===== src/rtl/shift_reg32_ctrl_pkg.sv =====
// Shared encodings for the 32-bit shift register sequencer: command ops,
// register mode codes, FSM states and the captured-command record.
package shift_reg32_ctrl_pkg;

  localparam int DATA_W = 32;

  typedef enum logic [1:0] {
    OP_READ = 2'b00,
    OP_SHR  = 2'b01,
    OP_SHL  = 2'b10,
    OP_LOAD = 2'b11
  } op_e;

  typedef enum logic [1:0] {
    CON_HOLD  = 2'b00,
    CON_RIGHT = 2'b01,
    CON_LEFT  = 2'b10,
    CON_LOAD  = 2'b11
  } con_e;

  typedef enum logic [1:0] {
    IDLE  = 2'b00,
    LOAD  = 2'b01,
    SHIFT = 2'b10,
    DONE  = 2'b11
  } state_e;

  typedef struct packed {
    op_e               op;
    logic [DATA_W-1:0] data;
  } cmd_t;

  function automatic logic is_shift(op_e op);
    return (op == OP_SHR) || (op == OP_SHL);
  endfunction

endpackage


===== src/rtl/shift_reg32_ctrl_if.sv =====
// Command channel (valid/ready) between a bus-side source and the sequencer.
// With SHIFT_CTRL_ROTATE_EN defined the channel also carries cmd_rot.
interface shift_reg32_ctrl_if #(
  parameter int CNT_W = 6
);
  import shift_reg32_ctrl_pkg::*;

  logic              cmd_valid;
  logic              cmd_ready;
  op_e               cmd_op;
  logic [CNT_W-1:0]  cmd_len;
  logic [DATA_W-1:0] cmd_data;
`ifdef SHIFT_CTRL_ROTATE_EN
  logic              cmd_rot;

  modport master (output cmd_valid, cmd_op, cmd_len, cmd_data, cmd_rot, input cmd_ready);
  modport slave  (input cmd_valid, cmd_op, cmd_len, cmd_data, cmd_rot, output cmd_ready);
`else
  modport master (output cmd_valid, cmd_op, cmd_len, cmd_data, input cmd_ready);
  modport slave  (input cmd_valid, cmd_op, cmd_len, cmd_data, output cmd_ready);
`endif

endinterface


===== src/rtl/shift_reg32_ctrl_cnt.sv =====
// Shift-length down-counter: loads the effective length (0 and >32 mean 32)
// and flags the final shift cycle when it reaches 1.
module shift_ctrl_cnt
  import shift_reg32_ctrl_pkg::*;
#(
  parameter int CNT_W = 6
) (
  input  logic             clk,
  input  logic             reset,
  input  logic             load_i,
  input  logic [CNT_W-1:0] len_i,
  input  logic             dec_i,
  output logic             last_o
);

  localparam logic [CNT_W-1:0] FULL = CNT_W'(DATA_W);

  logic [CNT_W-1:0] cnt_q, cnt_d;

  // NOTE: every combinational output gets a default first, so no path leaves it unassigned (no latch).
  always_comb begin
    cnt_d = cnt_q;
    if (load_i) begin
      cnt_d = ((len_i == '0) || (len_i > FULL)) ? FULL : len_i;
    end else if (dec_i && (cnt_q != '0)) begin
      cnt_d = cnt_q - CNT_W'(1);
    end
  end

  // NOTE: state updates use non-blocking assignments so all registers see pre-edge values.
  always_ff @(posedge clk) begin
    if (reset) begin
      cnt_q <= '0;
    end else begin
      cnt_q <= cnt_d;
    end
  end

  assign last_o = (cnt_q == CNT_W'(1));

endmodule


===== src/rtl/shift_reg32_ctrl.sv =====
// Command-driven sequencer for a 32-bit shift register (hold/right/left/load).
// Optional rotate mode is enabled by defining SHIFT_CTRL_ROTATE_EN.
module shift_reg32_ctrl
  import shift_reg32_ctrl_pkg::*;
#(
  parameter int CNT_W = 6
) (
  input  logic                clk,
  input  logic                reset,
  shift_reg32_ctrl_if.slave   cmd,
  input  logic                ser_in,
  output logic                ser_out,
  output logic                ser_out_valid,
  output logic [1:0]          sr_con,
  output logic                sr_sin,
  output logic [DATA_W-1:0]   sr_pi,
  input  logic [DATA_W-1:0]   sr_po,
  output logic                busy,
  output logic                done,
  output logic [DATA_W-1:0]   result
);

  state_e            state_q, state_d;
  cmd_t              cmd_q, cmd_d;
  logic [DATA_W-1:0] result_q, result_d;
  logic              ready;
  logic              accept;
  logic              last_shift;
`ifdef SHIFT_CTRL_ROTATE_EN
  logic              rot_q, rot_d;
`endif

  assign accept        = cmd.cmd_valid && ready;
  assign cmd.cmd_ready = ready;
  assign result        = result_q;

  shift_ctrl_cnt #(.CNT_W(CNT_W)) u_cnt (
    .clk    (clk),
    .reset  (reset),
    .load_i (accept && is_shift(cmd.cmd_op)),
    .len_i  (cmd.cmd_len),
    .dec_i  (state_q == SHIFT),
    .last_o (last_shift)
  );

  always_ff @(posedge clk) begin
    if (reset) begin
      state_q <= IDLE;
    end else begin
      state_q <= state_d;
    end
  end

  always_comb begin
    state_d = state_q;
    case (state_q)
      IDLE: begin
        if (accept) begin
          case (cmd.cmd_op)
            OP_READ: state_d = DONE;
            OP_LOAD: state_d = LOAD;
            default: state_d = SHIFT;
          endcase
        end
      end
      LOAD:    state_d = DONE;
      SHIFT:   if (last_shift) state_d = DONE;
      DONE:    state_d = IDLE;
      default: state_d = IDLE;
    endcase
  end

  // The register shifts whatever sits on sr_pi, so SHIFT feeds sr_po straight back.
  always_comb begin
    ready         = 1'b0;
    busy          = 1'b1;
    done          = 1'b0;
    sr_con        = CON_HOLD;
    sr_sin        = 1'b0;
    sr_pi         = '0;
    ser_out       = 1'b0;
    ser_out_valid = 1'b0;
    case (state_q)
      IDLE: begin
        ready = 1'b1;
        busy  = 1'b0;
      end
      LOAD: begin
        sr_con = CON_LOAD;
        sr_pi  = cmd_q.data;
      end
      SHIFT: begin
        sr_pi         = sr_po;
        ser_out_valid = 1'b1;
        if (cmd_q.op == OP_SHL) begin
          sr_con  = CON_LEFT;
          ser_out = sr_po[DATA_W-1];
        end else begin
          sr_con  = CON_RIGHT;
          ser_out = sr_po[0];
        end
`ifdef SHIFT_CTRL_ROTATE_EN
        sr_sin = rot_q ? ser_out : ser_in;
`else
        sr_sin = ser_in;
`endif
      end
      DONE:    done = 1'b1;
      default: ;
    endcase
  end

  always_comb begin
    cmd_d    = cmd_q;
    result_d = result_q;
    if (accept) begin
      cmd_d.op   = cmd.cmd_op;
      cmd_d.data = cmd.cmd_data;
    end
    if (state_q == DONE) begin
      result_d = sr_po;
    end
  end

  always_ff @(posedge clk) begin
    if (reset) begin
      cmd_q    <= '0;
      result_q <= '0;
    end else begin
      cmd_q    <= cmd_d;
      result_q <= result_d;
    end
  end

`ifdef SHIFT_CTRL_ROTATE_EN
  assign rot_d = accept ? cmd.cmd_rot : rot_q;

  always_ff @(posedge clk) begin
    if (reset) begin
      rot_q <= 1'b0;
    end else begin
      rot_q <= rot_d;
    end
  end
`endif

endmodule


===== src/flat_wrapper.sv =====
// flat-port wrapper written by rule: the top's interface ports become plain ports
module shift_reg32_ctrl_flat import shift_reg32_ctrl_pkg::*;
#(
  parameter int CNT_W = 6
)
  (clk, reset, ser_in, ser_out, ser_out_valid, sr_con, sr_sin, sr_pi, sr_po, busy, done, result, cmd_cmd_valid, cmd_cmd_op, cmd_cmd_len, cmd_cmd_data, cmd_cmd_ready);
  shift_reg32_ctrl_if #(.CNT_W(CNT_W)) cmd_i ();
  input  logic clk;
  input  logic reset;
  input  logic ser_in;
  output logic ser_out;
  output logic ser_out_valid;
  output logic [1:0] sr_con;
  output logic sr_sin;
  output logic [DATA_W-1:0] sr_pi;
  input  logic [DATA_W-1:0] sr_po;
  output logic busy;
  output logic done;
  output logic [DATA_W-1:0] result;
  input wire logic [$bits(cmd_i.cmd_valid)-1:0] cmd_cmd_valid;
  input wire logic [$bits(cmd_i.cmd_op)-1:0] cmd_cmd_op;
  input wire logic [$bits(cmd_i.cmd_len)-1:0] cmd_cmd_len;
  input wire logic [$bits(cmd_i.cmd_data)-1:0] cmd_cmd_data;
  output wire logic [$bits(cmd_i.cmd_ready)-1:0] cmd_cmd_ready;
  assign cmd_i.cmd_valid = cmd_cmd_valid;
  assign cmd_i.cmd_op = cmd_cmd_op;
  assign cmd_i.cmd_len = cmd_cmd_len;
  assign cmd_i.cmd_data = cmd_cmd_data;
  assign cmd_cmd_ready = cmd_i.cmd_ready;
  shift_reg32_ctrl #(.CNT_W(CNT_W)) u_core (.clk(clk), .reset(reset), .cmd(cmd_i), .ser_in(ser_in), .ser_out(ser_out), .ser_out_valid(ser_out_valid), .sr_con(sr_con), .sr_sin(sr_sin), .sr_pi(sr_pi), .sr_po(sr_po), .busy(busy), .done(done), .result(result));
endmodule

===== config.mk =====
export PLATFORM = sky130hd
export DESIGN_NAME = shift_reg32_ctrl_flat
export DESIGN_NICKNAME = d
export VERILOG_FILES = /design/src/rtl/shift_reg32_ctrl_pkg.sv /design/src/rtl/shift_reg32_ctrl_if.sv /design/src/rtl/shift_reg32_ctrl_cnt.sv /design/src/rtl/shift_reg32_ctrl.sv /design/src/flat_wrapper.sv
export SDC_FILE = /design/constraint.sdc
export NUM_CORES = 1
export LEC_CHECK = 0
export CAP_MARGIN = 25
export CORE_ASPECT_RATIO = 0.5
export CORE_MARGIN = 3
export CORE_UTILIZATION = 45
export DETAILED_ROUTE_END_ITERATION = 12
export PLACE_DENSITY = 0.94
export SYNTH_ARGS = -nofsm -noshare
export SYNTH_HDL_FRONTEND = slang
export SYNTH_SLANG_ARGS = --single-unit

===== constraint.sdc =====
create_clock -name clk -period 5.82 [get_ports clk]
set_clock_uncertainty 0.2 [all_clocks]
set_input_delay 1.164 -clock clk [delete_from_list [all_inputs] [get_ports clk]]
set_output_delay 1.164 -clock clk [all_outputs]
set_load 0.01 [all_outputs]

## Word level (Yosys, flattened, before mapping)

Cells that the tools add are included.

- $add $sub $neg: 1
- Equality and inequality tests: 10
- Reduce and logical (&&, ||, !) cells: 11
- Magnitude comparators: 1
- Mux-type cells: 17

Operator list:

| cell | count |
|---|---|
| 32-bit one-hot mux with 2 select lines | 1 |
| 6-bit 2-to-1 mux | 3 |
| 2-bit == test, second input constant | 5 |
| 2-bit one-hot mux with 2 select lines | 2 |
| 2-bit one-hot mux with 4 select lines | 1 |
| 1-bit 2-to-1 mux | 7 |
| 6-bit by 1-bit == test with 1-bit output, second input constant | 1 |
| 6-bit greater-than comparator, second input constant | 1 |
| 6-bit zero test | 1 |
| 2-bit 2-to-1 mux | 3 |
| 6-bit nonzero test | 1 |
| 6-bit by 1-bit subtractor with 6-bit output, second input constant | 1 |
| 2-bit by 1-bit == test with 1-bit output, second input constant | 2 |
| 2-bit zero test | 2 |
| 2-bit by 1-bit != test with 1-bit output, second input constant | 2 |
| 1-bit logical AND | 3 |
| 1-bit logical OR | 2 |
| 2-bit AND reduction | 1 |
| 2-bit nonzero test | 1 |

- Word-level logic and storage cells: 45
- Bits in registers: 74

## Longest topological paths before layout

- Depth in word-level cells: 5
- Mapped depth: 7

## Hierarchy

A second synthesis with hierarchy kept.

- Cell total of the unflattened synthesis: 412
- Area total of the unflattened synthesis: 3651.0 um2

Modules (own cells, without submodules):

| module | cells each | area each (um2) | times used |
|---|---|---|---|
| shift_reg32_ctrl | 363 | 3251.9 | 1 |
| shift_ctrl_cnt | 49 | 399.1 | 1 |

## Worst setup path after synthesis

OpenSTA, ideal clock, no wires.

- Kind: flip-flop to output port
- Start point: register u_core.state_q[0]
- End point: output sr_pi[17]
- Setup slack: 2903 ps
- Data arrival time: 1553 ps
- Data required time: 4456 ps
- Cell stages (with the launch flop): 7
- Cells stage by stage: dfxtp_1 > inv_1 > ha_1 > clkbuf_1 > clkbuf_1 > a22oi_1 > nor2b_1

- Word-level cells in the longest chain between the ends: 2

Ends and longest elaborated chain:

| item | RTL line | source |
|---|---|---|
| start, declared | shift_reg32_ctrl.sv:23 | `state_e state_q, state_d;` |
| start signal, assigned | shift_reg32_ctrl.sv:50 | `state_q <= state_d;` |
| 2-bit == test / 2-bit by 1-bit == test with 1-bit output (equally long branches) | shift_reg32_ctrl.sv:83 | `case (state_q)` |
| 32-bit one-hot mux with 2 select lines * | shift_reg32_ctrl.sv:83 |  |
| end, declared | flat_wrapper.sv:15 | `output logic [DATA_W-1:0] sr_pi;` |

Every way passes the cells marked *; elsewhere a longest branch is shown, timed or not.

## Worst setup path in the final report

- Start point: register u_core.state_q[0]
- End point: output sr_pi[23]

Same word-level chain as after synthesis.

==> results.md <==
- TritonCTS created 9 clock buffers.
- The period utilization is between 70% and 80%.
- The synthesis-stage register bit count is 74.
- The final weighted congestion in routability-driven placement is slightly below 0.8.
- Relative to the synthesized area, the layout overhead comes to 52.6%.
- The highest-delay cell along the critical path is sky130_fd_sc_hd__ha_1.
- The peak ir drop on the vdd network is about 0.27 mV.
- The reg2reg setup slack is between 3 and 4 ns.
- The number of placement rows is 21.
- The number of iterations in the first detailed-routing pass is 4.
- The largest stage delay on the critical path is ~0.65 ns.
- Total power for the finished layout comes to roughly 2.2 mW.
- The fraction of synthesis flops using an asynchronous set or reset pin is 0%.
- The signal on the critical path passes through inv_1 > ha_1 > buf_4 > a22oi_1 > nor2b_1 > clkdlybuf4s50_1.
- In the synthesized netlist, the number of instances is between 400 and 500.
- The clock-pin slew of the registers on the worst-case setup and hold paths is roughly 0.050 ns.
- After routing the design area is ~5000 µm².
- The post-synthesis instance area is 3360 µm².
- The number of remaining DRC errors is 0.
- The count of final hold-check violations was 0.
- For this run, the leading register cell type out of synthesis is sky130_fd_sc_hd__dfxtp_1.
- Yosys printed 0 warnings.
- The synthesized design contains 0 enable-type register cells.
- Data on the critical path is required at its endpoint by between 4 and 5 ns.
- The share of cells above drive strength 1 is 3.91%.
- The die is between 60 and 70 µm tall.
- The post-layout minimum cycle time is about 4.1 ns.
- Counting instances in the post-synthesis netlist gives the leading cell types as 74 x sky130_fd_sc_hd__dfxtp_1, 70 x sky130_fd_sc_hd__nand2_1, 41 x sky130_fd_sc_hd__a21oi_1.
- The kind of end point of the critical path is an output pin.
- After the first detailed-routing iteration, the DRC count stood at around 190.
- For this run, the number of standard cells in the final layout without fillers is roughly 630.
- In this run the mean area of a mapped cell was about 8.4 µm².
- Setup repair after global routing left no endpoint under its margin.
- Summing the sequential cell areas from Yosys gives between 40% and 50% of the chip area.
- The final design utilization is around 74%.
- The total leakage power is between 1.5 and 2 nW.
- Entering global routing, the biggest net connects between 70 and 80 pins.
- In this run, post-CTS hold repair placed 0 buffers.
- The sum of routed wire length over all layers is roughly 10000 µm.
- The count of instances resized after the clock tree is built is 0.
- After filler insertion, the fill cell instance count of the layout stands at between 500 and 600.
- The flow ran to the end, and the final reports show no timing, DRC or antenna violations.
- The class of the worst hold path is reg -> reg.
- The detail route stage leaves a number of antenna-violating nets equal to 0.
- The count of buffers inserted at the top-level ports is 147.
- The startpoint kind of the worst setup timing path is a flip-flop.
- The overall via count from detail_route is around 3400.
- The total overflow left after global routing is 0.
- The HPWL after detailed placement is just over 7000 µm.
- The setup TNS after final layout is 0 ns.
- The number of sinks on the clock net is between 70 and 80.
- The H-tree was split into 3 levels.
- The reported max-cap violation count is 0.
- The number of ports placed on the die boundary is 148.
- By startpoint and endpoint, the worst setup path is classified as reg -> out.
- The final count of pins violating max slew came to 0.
- The clock tree buffer depth is 2.
- The clock tree from TritonCTS is done.
- The tree is rooted in a sky130_fd_sc_hd__clkbuf_16.
- The die extent in x is around 130 µm.
- For the pin with the worst max-slew slack, the measured transition is around 0.98 ns.
- The largest fanout on the critical path is 25.
- The overall routing resource usage is about a quarter.
- The average wire per standard cell is 16.6 µm.
- Setup violations remaining at the end of the flow were counted as 0.
- The region available for standard cell placement spans about 7000 µm².
- The clock reaches the later pin of the worst-skew pair after roughly 0.32 ns.
- Counting tap cells, the placed design contains a total of between 600 and 700 instances.
- The number of different library cells used by synthesis comes to 30.
- The initial antenna violation count is 0.
- The share of the synthesized area in the top cell type is between 40 and 50%.
- The final layout contains approximately 620 nets.
- The die covers between 8000 and 9000 µm².
- The antenna diode count is 0.
- The global-route wire length before repair is between 15000 and 20000 µm.
- The net count after synthesis is 485.
- For the worst setup path, the data arrival time is 2.74 ns.
- Measured against its own limit, the worst slew margin works out to between 30% and 40%.
- The placed cell area is just under 5000 µm².
- In the routed layout, each cell is associated on average with a via count of about 5.3.
- The count of buffers added by post-CTS timing repair for setup is 0.
- The synthesized design spends more area on one cell type than any other, namely sky130_fd_sc_hd__dfxtp_1.
- The effective utilization at floorplan is 48.3%.
- The total power per unit cell area is 425 nW/µm².
- In the post-synthesis netlist, the cell with the most instances is sky130_fd_sc_hd__dfxtp_1.
- The via count of the first global-routing pass is approximately 3400.
- After synthesis, the cell types taking the most area are sky130_fd_sc_hd__dfxtp_1 44%, sky130_fd_sc_hd__mux2i_1 10%, sky130_fd_sc_hd__nand2_1 7.8%, sky130_fd_sc_hd__a22oi_1 7.1%, sky130_fd_sc_hd__nor2b_1 6.7%.
- Static timing analysis puts the maximum clock frequency at ~0.24 GHz.
-- critical path, delay by kind of cell (launching register included) --
kind            cells  cell delay, ns
buf+inv             3            1.08
flops               1            0.34
compound gates      1            0.15
simple gates        1            0.17
fa+ha+maj           1            0.65
-- final cells by class --
type	instances	area, µm²	share of cell area [%]
inverter	6	22.5	0.439
tap	92	115	2.24
multi-input combinational	291	1740	33.9
sequential	74	1480	28.9
clock buffer	13	260	5.07
timing repair buffer	153	1510	29.5
-- kinds of logic after synthesis --
logic type      synth area share (%)
buf+inv                         4.28
simple gates                    21.5
fa+ha+maj                       2.60
compound gates                  17.2
xor+xnor                       0.260
mux                             10.1
flops                           44.0
-- sequential cells by signal (all words and copies together), names as in the netlist --
name                flops
u_core.state_q          2
u_core.result          32
u_core.u_cnt.cnt_q      6
u_core.cmd_q           34
-- power by group --
| group | leakage (nW) | switching, mW | internal, mW |
|---|---|---|---|
| Sequential | 0.603 | 0.0575 | 0.593 |
| Combinational | 1.06 | 0.537 | 0.500 |
| Clock | 0.128 | 0.187 | 0.305 |
-- layout by cell type (no fill, tap or decap) --
cell type,netlist,final
sky130_fd_sc_hd__clkdlybuf4s50_1,0,146
sky130_fd_sc_hd__dfxtp_1,74,74
sky130_fd_sc_hd__nand2_1,70,70
sky130_fd_sc_hd__a21oi_1,41,41
sky130_fd_sc_hd__nor2b_1,36,36
sky130_fd_sc_hd__nor2_1,36,36
sky130_fd_sc_hd__mux2i_1,34,34
sky130_fd_sc_hd__a22oi_1,32,32
sky130_fd_sc_hd__clkbuf_16,0,9
sky130_fd_sc_hd__inv_1,6,6
sky130_fd_sc_hd__ha_1,7,6
sky130_fd_sc_hd__buf_4,0,6
sky130_fd_sc_hd__a211oi_1,5,5
sky130_fd_sc_hd__o21a_1,4,4
sky130_fd_sc_hd__nand3_1,4,4
sky130_fd_sc_hd__nor3_1,4,4
sky130_fd_sc_hd__and2_1,3,3
sky130_fd_sc_hd__o21ai_0,2,2
sky130_fd_sc_hd__nand4_1,2,2
sky130_fd_sc_hd__clkbuf_8,0,2
sky130_fd_sc_hd__clkbuf_1,26,2
sky130_fd_sc_hd__nor4_2,1,1
sky130_fd_sc_hd__a21bo_2,1,1
sky130_fd_sc_hd__o31ai_1,1,1
sky130_fd_sc_hd__and3_1,1,1
sky130_fd_sc_hd__a21o_1,1,1
sky130_fd_sc_hd__or4b_1,1,1
sky130_fd_sc_hd__a21boi_1,1,1
sky130_fd_sc_hd__a211o_1,1,1
sky130_fd_sc_hd__o21ai_1,1,1
sky130_fd_sc_hd__xnor2_1,1,1
sky130_fd_sc_hd__o2bb2ai_1,1,1
sky130_fd_sc_hd__ha_2,0,1
sky130_fd_sc_hd__buf_2,4,1
-- through the flow --
stage                     hold WS [ns]  setup WS [ns]
after floorplan                  0.232           2.90
after global placement           0.241           1.97
after detailed placement         0.247           1.92
after CTS                        0.254           1.75
after global routing             0.270           1.55
final                            0.254           1.72
-- metal layers --
metal | track usage, % | wire, µm | vias up
met5 | 0 | 0 | -
met4 | 10.6 | 302 | 0
met3 | 6.24 | 425 | 28
met2 | 44.6 | 5430 | 101
met1 | 28.0 | 4270 | 1599
li1 | - | - | 1636
-- final timing paths --
check | depth (start not counted) | end | start
max reg2reg | 6 | u_core.u_cnt.cnt_q[3] | u_core.state_q[0]
min reg2reg | 2 | u_core.cmd_q[20] | u_core.cmd_q[20]
min | 2 | u_core.cmd_q[20] | u_core.cmd_q[20]
max | 6 | sr_pi[23] | u_core.state_q[0]
(Power assumes the default switching activity.)
